===== src/rtl/axi_pkg.sv =====
// Shared types and constants for the AXI-style copy/read initiator.
package axi_pkg;

   localparam int unsigned TIMEOUT_DEFAULT = 64;
   localparam int unsigned CNT_W           = 8;

   typedef enum logic [2:0] {
      IDLE    = 3'd0,
      RD_ADDR = 3'd1,
      RD_DATA = 3'd2,
      RD_CAP  = 3'd3,
      WR_SEL  = 3'd4,
      WR_ADDR = 3'd5,
      WR_DATA = 3'd6,
      FIN     = 3'd7
   } axi_state_e;

   // States that wait on a responder handshake and are therefore timed.
   function automatic logic is_wait_state(axi_state_e s);
      return s inside {RD_ADDR, RD_DATA, WR_ADDR, WR_DATA};
   endfunction

endpackage


===== src/rtl/axi_wait_timer.sv =====
// Saturating per-phase wait counter; expired once the count reaches limit-1.
module axi_wait_timer
   import axi_pkg::*;
#(
   parameter int unsigned W = CNT_W
) (
   input  logic         clk,
   input  logic         reset,
   input  logic         clear,
   input  logic         enable,
   input  logic [W-1:0] limit,
   output logic         expired
);

   logic [W-1:0] count;

   always_ff @(posedge clk or posedge reset) begin
      if (reset) begin
         count <= '0;
      end else if (clear) begin
         count <= '0;
      end else if (enable && (count != '1)) begin
         count <= count + 1'b1;
      end
   end

   assign expired = (count >= (limit - 1'b1));

endmodule


===== src/rtl/axi_initiator.sv =====
// Single-outstanding initiator: indexed read, or copy-write (target selected
// via a one-cycle AR beat, then AW/W carrying the copy-source index).
//
// state   | meaning
// --------+---------------------------------------------------------
// IDLE    | accepting a command, all master strobes low
// RD_ADDR | arvalid high, waiting for arready
// RD_DATA | arvalid + rready high, waiting for rvalid
// RD_CAP  | responder data now registered, capture into rd_result
// WR_SEL  | one-cycle arvalid to load the write target address
// WR_ADDR | awvalid high, waiting for awready
// WR_DATA | awvalid + wvalid high with source index, waiting for wready
// FIN     | one-cycle done pulse
module axi_initiator
   import axi_pkg::*;
#(
   parameter int unsigned TIMEOUT = TIMEOUT_DEFAULT
) (
   input  logic       clk,
   input  logic       reset,
   input  logic       cmd_valid,
   input  logic       cmd_write,
   input  logic [3:0] cmd_addr,
   input  logic [3:0] cmd_src,
   output logic       cmd_ready,
   output logic       busy,
   output logic       done,
   output logic       err,
   output logic [7:0] rd_result,
   output logic       ms_arvalid,
   output logic [3:0] ms_araddr,
   input  logic       sm_arready,
   output logic       ms_rready,
   input  logic       sm_rvalid,
   input  logic [7:0] sm_rdata,
   output logic       ms_awvalid,
   input  logic       sm_awready,
   output logic       ms_wvalid,
   output logic [3:0] ms_wdata,
   input  logic       sm_wready
);

   localparam logic [CNT_W-1:0] LIMIT = CNT_W'(TIMEOUT);

   axi_state_e state;
   axi_state_e nxt;
   logic [3:0] addr_q;
   logic [3:0] src_q;
   logic       write_q;
   logic       hs;
   logic       timed_out;
   logic       expired;
   logic       tmr_clear;
   logic       tmr_enable;

   always_comb begin
      hs = 1'b0;
      case (state)
         RD_ADDR: hs = sm_arready;
         RD_DATA: hs = sm_rvalid;
         WR_ADDR: hs = sm_awready;
         WR_DATA: hs = sm_wready;
         default: hs = 1'b0;
      endcase
   end

   // A handshake takes priority over expiry on the same cycle.
   always_comb begin
      nxt       = state;
      timed_out = 1'b0;
      case (state)
         IDLE:    if (cmd_valid) nxt = cmd_write ? WR_SEL : RD_ADDR;
         RD_ADDR: if (hs) nxt = RD_DATA;
         RD_DATA: if (hs) nxt = RD_CAP;
         RD_CAP:  nxt = FIN;
         WR_SEL:  nxt = WR_ADDR;
         WR_ADDR: if (hs) nxt = WR_DATA;
         WR_DATA: if (hs) nxt = FIN;
         FIN:     nxt = IDLE;
         default: nxt = IDLE;
      endcase
      if (is_wait_state(state) && !hs && expired) begin
         nxt       = FIN;
         timed_out = 1'b1;
      end
   end

   assign tmr_clear  = (nxt != state);
   assign tmr_enable = is_wait_state(state) && !hs;

   axi_wait_timer #(.W(CNT_W)) u_wait_timer (
      .clk     (clk),
      .reset   (reset),
      .clear   (tmr_clear),
      .enable  (tmr_enable),
      .limit   (LIMIT),
      .expired (expired)
   );

   // Outputs are decoded from the next state so they are registered and
   // line up with the state they belong to.
   always_ff @(posedge clk or posedge reset) begin
      if (reset) begin
         state      <= IDLE;
         addr_q     <= '0;
         src_q      <= '0;
         write_q    <= 1'b0;
         cmd_ready  <= 1'b1;
         busy       <= 1'b0;
         done       <= 1'b0;
         err        <= 1'b0;
         rd_result  <= '0;
         ms_arvalid <= 1'b0;
         ms_araddr  <= '0;
         ms_rready  <= 1'b0;
         ms_awvalid <= 1'b0;
         ms_wvalid  <= 1'b0;
         ms_wdata   <= '0;
      end else begin
         state      <= nxt;
         cmd_ready  <= (nxt == IDLE);
         busy       <= (nxt != IDLE);
         done       <= (nxt == FIN);
         ms_arvalid <= nxt inside {RD_ADDR, RD_DATA, WR_SEL};
         ms_rready  <= (nxt == RD_DATA);
         ms_awvalid <= nxt inside {WR_ADDR, WR_DATA};
         ms_wvalid  <= (nxt == WR_DATA);
         ms_wdata   <= (nxt == WR_DATA) ? src_q : 4'h0;

         if (nxt == IDLE) begin
            ms_araddr <= 4'h0;
         end else if (state == IDLE) begin
            ms_araddr <= cmd_addr;
         end else begin
            ms_araddr <= addr_q;
         end

         if (state == IDLE && cmd_valid) begin
            addr_q  <= cmd_addr;
            src_q   <= cmd_src;
            write_q <= cmd_write;
            err     <= 1'b0;
         end

         if (timed_out) begin
            err <= 1'b1;
         end

         if (state == RD_CAP && !write_q) begin
            rd_result <= sm_rdata;
         end
      end
   end

endmodule


===== config.mk =====
export PLATFORM = sky130hd
export DESIGN_NAME = axi_initiator
export DESIGN_NICKNAME = d
export VERILOG_FILES = /design/src/rtl/axi_pkg.sv /design/src/rtl/axi_wait_timer.sv /design/src/rtl/axi_initiator.sv
export SDC_FILE = /design/constraint.sdc
export NUM_CORES = 1
export LEC_CHECK = 0
export BUFFER_PORTS_ARGS = -buffer_cell sky130_fd_sc_hd__buf_2
export CAP_MARGIN = 0
export CORE_ASPECT_RATIO = 1.1
export CORE_MARGIN = 2
export CORE_UTILIZATION = 57
export DETAILED_ROUTE_END_ITERATION = 8
export PLACE_DENSITY_LB_ADDON = 0.12
export SYNTH_ARGS = -nofsm -noshare
export SYNTH_HDL_FRONTEND = slang
export SYNTH_SLANG_ARGS = --single-unit

===== constraint.sdc =====
create_clock -name clk -period 3.9 [get_ports clk]
set_input_delay 0.78 -clock clk [delete_from_list [all_inputs] [get_ports clk]]
set_output_delay 0.78 -clock clk [all_outputs]
set_load 0.02 [all_outputs]

==> impl_metrics.json, run 1 <==
{
  "nFillCells": 281,
  "max_stage_delay_ps": 730,
  "post_drt_wl_per_cell_um": 13.80,
  "postCtsSetupBuffers": 0,
  "hold_viol_final": 0,
  "skew_ps": 7.978,
  "cp_max_fo": 16,
  "finalSetupTns_ps": 0,
  "p_int_w": 0.001142,
  "place.gp.congestion": 0.7909,
  "relSlewSlack_pct": 48.24,
  "grt-ovfl-total": 0,
  "max_freq_mhz": 428.6,
  "syn_nets": 192,
  "dp_cells": 257,
  "finalCriticalPeriod_ps": 2333,
  "p_switching_w": 0.0007445,
  "cp_cell_sequence": "nor3_1 > and2_1 > mux2_2",
  "ys_warn_count": 0,
  "cts_sinks": 44,
  "grt_max_degree": 45,
  "die_x_um": 60.60,
  "n_antenna_cell": 0,
  "final_cell_mix": "buf_2, dfrtp_1, mux2_2",
  "io_pins": 48,
  "grt_usage_pct": 21.26,
  "cts_resized": 0,
  "postSynth.asyncResetShare_pct": 100.0,
  "ir_drop_uv": 513.1,
  "grtUsageMet2_pct": 35.48,
  "fin_nets": 241,
  "area_growth_pct": 17.63,
  "antenna_found_initial": 0,
  "crit_type": "flip-flop to flip-flop",
  "dp_hpwl_um": 2745,
  "io_buffer_count": 47,
  "worstHoldPathType": "flip-flop to flip-flop",
  "syn_avg_cell_area_um2": 12.03,
  "rsz0062_at_grt": "no",
  "dieArea_um2": 4014,
  "worstMarginPinSlew_ps": 770.4,
  "status": "finished clean",
  "grt_pass1_wl_um": 6244,
  "clk_pin_slew_ps": 120,
  "synth_edf_count": 0,
  "seqPwrFrac_pct": 40.2,
  "num_vias": 1415,
  "drv_cap": 0,
  "critPathLaunchType": "flip-flop",
  "use_met1_pct": 25.00,
  "p_clk_share_pct": 16.3,
  "htree_levels": 2,
  "leakagePower_nw": 1.126,
  "drc": 0,
  "finalCritPeriodShare_pct": 59.82,
  "rows": 22,
  "drt-initial-drc-count": 76,
  "finalWirelength_um": 3658,
  "switching_share_pct": 39.46,
  "via_per_inst": 5.340,
  "cts_buffers": 5,
  "cpMaxStageDelayCell": "nor3_1",
  "root_buffer": "clkbuf_4",
  "syn_area_um2": 2008,
  "drive_gt1_share_pct": 38.71,
  "start_util_pct": 59.80,
  "globalRouteMet3Util_pct": 6.262,
  "cts_tree": "built",
  "cts_buffer_depth": 2,
  "pwr-share-comb_pct": 43.5,
  "firstDrtPassIters": 4,
  "ys_types": 39,
  "die_h_um": 66.25,
  "final_common_cell": "buf_2",
  "required_ps": 4140,
  "first_global_vias": 1443,
  "cp-end-kind": "flip-flop",
  "ys_seq_elements": 44,
  "setup_viol": 0,
  "stdcell_count": 265,
  "postCtsHoldBufs": 0,
  "netlist_instances": 167,
  "top_usage_layer": "met2",
  "arrival_ps": 2570,
  "coreArea_um2": 3358,
  "clock_latency_ps": 340,
  "p_per_area_nw_per_um2": 798.7,
  "synth_flop_cell": "dfrtp_1",
  "slew_violations": 0,
  "ys_seq_area_share_pct": 54.89,
  "drtAntennaViolNets": 0
}
==> flip-flops by register name, summed over array words and instances (netlist names), 3 cells and up <==
name,count
state,3
src_q,4
ms_araddr,4
u_wait_timer.count,8
rd_result,8
addr_q,4
ms_wdata,4
==> power by group through the flow <==
| stage | sequential [W] | clock (W) | combinational (W) |
|---|---|---|---|
| final | 0.000758 | 0.000307 | 0.000821 |
| after global routing | 0.000781 | 0.000336 | 0.000903 |
| after CTS | 0.000759 | 0.000314 | 0.000833 |
| after detailed placement | 0.000768 | 0 | 0.000831 |
| after global placement | 0.000752 | 0 | 0.000809 |
| after floorplan | 0.000834 | 0 | 0.000562 |
==> final timing paths <==
check,slack (ps),cells past startpoint,endpoint,startpoint
worst min register to register,500,1,ms_wdata[0],src_q[0]
worst max register to register,1570,3,addr_q[3],state[2]
worst max-delay path,1570,3,addr_q[3],state[2]
max in group asynchronous,2980,3,cmd_ready,reset
worst min-delay path,500,1,ms_wdata[0],src_q[0]
min in group asynchronous,540,3,u_wait_timer.count[0],reset
==> through the flow <==
stage               power (W)  setup WS (ps)  util, %  hold slack (ps)  instance area [µm²]
floorplan            0.001396           1841        -            449.4                 2008
global placement     0.001562           1597    67.51            461.5                 2267
detailed placement   0.001599           1551    67.51            467.0                 2267
CTS                  0.001906           1560    70.34            498.2                 2362
global route         0.002020           1433    70.34            531.5                 2362
finish               0.001887           1567    70.34            495.8                 2362
==> layer usage <==
layer	share of wire, %	wire, µm
met5	0	0
met3	4.5	165
met1	42	1536
met2	52	1912
met4	1.2	44
==> layout make-up <==
cell class	count	area, µm²	area share [%]
sequential	44	1102	46.66
timing repair buffer	48	242.7	10.28
inverter	5	18.77	0.7945
clock buffer	7	65.06	2.754
multi-input combinational	112	843.3	35.70
tap	48	60.06	2.542
clock inverter	1	30.03	1.271
==> synthesized netlist by cell type (all sizes together), types with 2 or more instances <==
master / instances / share of area (%)
dfrtp: 43 / 54
mux2: 18 / 10
nor2: 13 / 2.4
nor3: 11 / 3.0
nand2: 10 / 1.9
mux2i: 9 / 4.5
nand2b: 9 / 2.8
o21ai: 6 / 1.7
and2: 5 / 1.6
buf: 5 / 2.0
inv: 5 / 0.93
xor2: 4 / 2.7
a21oi: 3 / 0.75
nand3: 3 / 0.75
nand4: 3 / 0.93
a211oi: 2 / 1.0
and3: 2 / 0.62
nor2b: 2 / 0.62
o211ai: 2 / 1.0
==> cells by family (layout without fill, tap and decap cells) <==
kind of cell,after synthesis,count (layout),share of synthesized area (%)
flip-flops,44,44,54.89
XOR/XNOR,4,4,2.680
AND/OR/NAND/NOR,59,59,14.89
buffers and inverters,11,61,3.115
multiplexers,27,27,14.95
adder cells (fa/ha/maj),1,1,0.6230
AO/OA/AOI/OAI,21,21,8.847
==> critical path, delay by kind of cell, from the launching register on <==
family,cells,cell delay [ps]
AND/OR/NAND/NOR,2,1230
flip-flops,1,600
multiplexers,1,380
(Power assumes the default switching activity.)
==> run 2, diff against run 1 <==
Settings changed: CORE_UTILIZATION 57 to 53.
Clock period 3.9 ns to 2.35 ns, I/O delays scaled along.
==> run 2 against run 1 <==
Critical path depth is 2 higher. Critical path type unchanged. First-iteration DRC count shrank 16%. Sequential power up 61%. Final cell count rose by 2.6%. Via count increased by 1.8%. Clock skew about the same. Clock power rose by 93%. Largest cell class unchanged. Highest routed layer unchanged. Total power is 73% higher. Combinational power up 77%. Hold slack lost 220 ps. Die area up 7.1%.
==> impl_metrics.json, run 2 (synthesized netlist as in run 1, its figures left out) <==
{
  "arrival_ps": 2170,
  "worstHoldPathType": "input pin to async pin",
  "rsz0062_at_grt": "no",
  "cpMaxStageDelayCell": "dfrtp_1",
  "max_freq_mhz": 498.9,
  "grt_max_degree": 45,
  "stdcell_count": 272,
  "via_per_inst": 5.298,
  "postCtsHoldBufs": 0,
  "p_per_area_nw_per_um2": 1345,
  "cp_cell_sequence": "mux2_4 > a221oi_2 > a211o_2 > xor2_4 > nor3_1",
  "final_cell_mix": "buf_2, dfrtp_1, mux2_2",
  "firstDrtPassIters": 4,
  "switching_share_pct": 39.62,
  "largestRegisters": "rd_result x8, u_wait_timer.count x8",
  "clock_latency_ps": 300,
  "worstReg2RegStart": "state[2]",
  "final_common_cell": "buf_2",
  "relSlewSlack_pct": 44.39,
  "cp_max_fo": 10,
  "grt-ovfl-total": 0,
  "cts_sinks": 44,
  "hold_viol_final": 0,
  "cts_buffers": 5,
  "io_pins": 48,
  "postCtsSetupBuffers": 0,
  "die_h_um": 68.56,
  "r2r-end": "u_wait_timer.count[1]",
  "grt_pass1_wl_um": 6189,
  "r2r_cells": 5,
  "first_global_vias": 1389,
  "pwr-share-comb_pct": 44.5,
  "critPathLaunchType": "flip-flop",
  "dp_cells": 264,
  "cts_resized": 0,
  "p_switching_w": 0.001291,
  "grt_usage_pct": 18.89,
  "cts_buffer_depth": 2,
  "area_growth_pct": 20.62,
  "dieArea_um2": 4298,
  "regToRegSetupSlack_ps": 350,
  "cts_tree": "built",
  "n_antenna_cell": 0,
  "slew_violations": 0,
  "finalCritPeriodShare_pct": 85.29,
  "clk_pin_slew_ps": 90,
  "max_stage_delay_ps": 550,
  "antenna_found_initial": 0,
  "io_buffer_count": 47,
  "finalCriticalPeriod_ps": 2004,
  "dp_hpwl_um": 2777,
  "htree_levels": 2,
  "finalWirelength_um": 3801,
  "cp-end-kind": "flip-flop",
  "p_clk_share_pct": 18.1,
  "required_ps": 2520,
  "place.gp.congestion": 0.8227,
  "ir_drop_uv": 630.4,
  "num_vias": 1441,
  "seqPwrFrac_pct": 37.3,
  "skew_ps": 8.266,
  "crit_type": "flip-flop to flip-flop",
  "critPathLaunch": "state[2]",
  "nFillCells": 303,
  "fin_nets": 246,
  "worstMarginPinSlew_ps": 831.5,
  "root_buffer": "clkbuf_8",
  "drc": 0,
  "status": "finished clean",
  "coreArea_um2": 3626,
  "leakagePower_nw": 1.153,
  "setup_viol": 0,
  "drive_gt1_share_pct": 40.09,
  "post_drt_wl_per_cell_um": 13.97,
  "drt-initial-drc-count": 64,
  "start_util_pct": 55.38,
  "die_x_um": 62.69,
  "rows": 23,
  "p_int_w": 0.001968,
  "finalSetupTns_ps": 0,
  "drtAntennaViolNets": 0,
  "place_area_um2": 2307,
  "stdcell_area_um2": 2422,
  "drv_cap": 0
}
==> run 2: cell count changes in the layout (fill, tap and decap cells not counted), sizes merged <==
cell      delta
clkbuf       -2
buf          +5
inv          +1
clkinvlp     +1
==> run 2: final cells by class <==
type	instances	area (µm²)	area share (%)
repair buffers	53	280.3	11.57
clock buffers	5	68.82	2.841
well taps	50	62.56	2.583
clock inverters	3	46.29	1.911
multi-input cells	112	843.3	34.81
inverters	5	18.77	0.7748
flip-flops and latches	44	1102	45.51
==> run 2: stage by stage <==
step / setup slack [ps] / hold slack (ps) / util [%] / power (W)
after global placement: 363.8 / 458.3 / 63.63 / 0.002650
after detailed placement: 350.8 / 475.9 / 63.63 / 0.002697
after global routing: 197.3 / 334.8 / 66.80 / 0.003475
after CTS: 328.9 / 302.3 / 66.80 / 0.003294
final: 345.6 / 280.5 / 66.80 / 0.003259
after floorplan: 471.5 / 449.4 / - / 0.002317
==> run 2: power groups by stage <==
stage / Clock [W] / Combinational (W) / Sequential [W]
floorplan: 0 / 0.000933 / 0.00138
global placement: 0 / 0.00143 / 0.00122
detailed placement: 0 / 0.00147 / 0.00123
CTS: 0.000605 / 0.00147 / 0.00122
global route: 0.000635 / 0.00158 / 0.00126
finish: 0.000591 / 0.00145 / 0.00122
==> run 2: worst max path at each step <==
stage,endpoint,slack [ps]
finish,u_wait_timer.count[1],350
global route,u_wait_timer.count[7],200
CTS,u_wait_timer.count[4],330
detailed placement,u_wait_timer.count[4],350
global placement,u_wait_timer.count[2],360
floorplan,addr_q[0],470
==> run 2: critical path, delay by kind of cell (launching register included) <==
kind	cells	cell delay [ps]
and+or+nand+nor	1	100
AOI/OAI and AO/OA	2	590
xor gates and xnor gates	1	270
DFF	1	550
muxes	1	360
==> run 2: metal layers <==
| layer | global-route usage (%) | wire length (µm) |
|---|---|---|
| met3 | 4.545 | 158 |
| met4 | 7.500 | 46 |
| met2 | 34.54 | 1948 |
| met1 | 21.88 | 1647 |
| met5 | 0 | 0 |
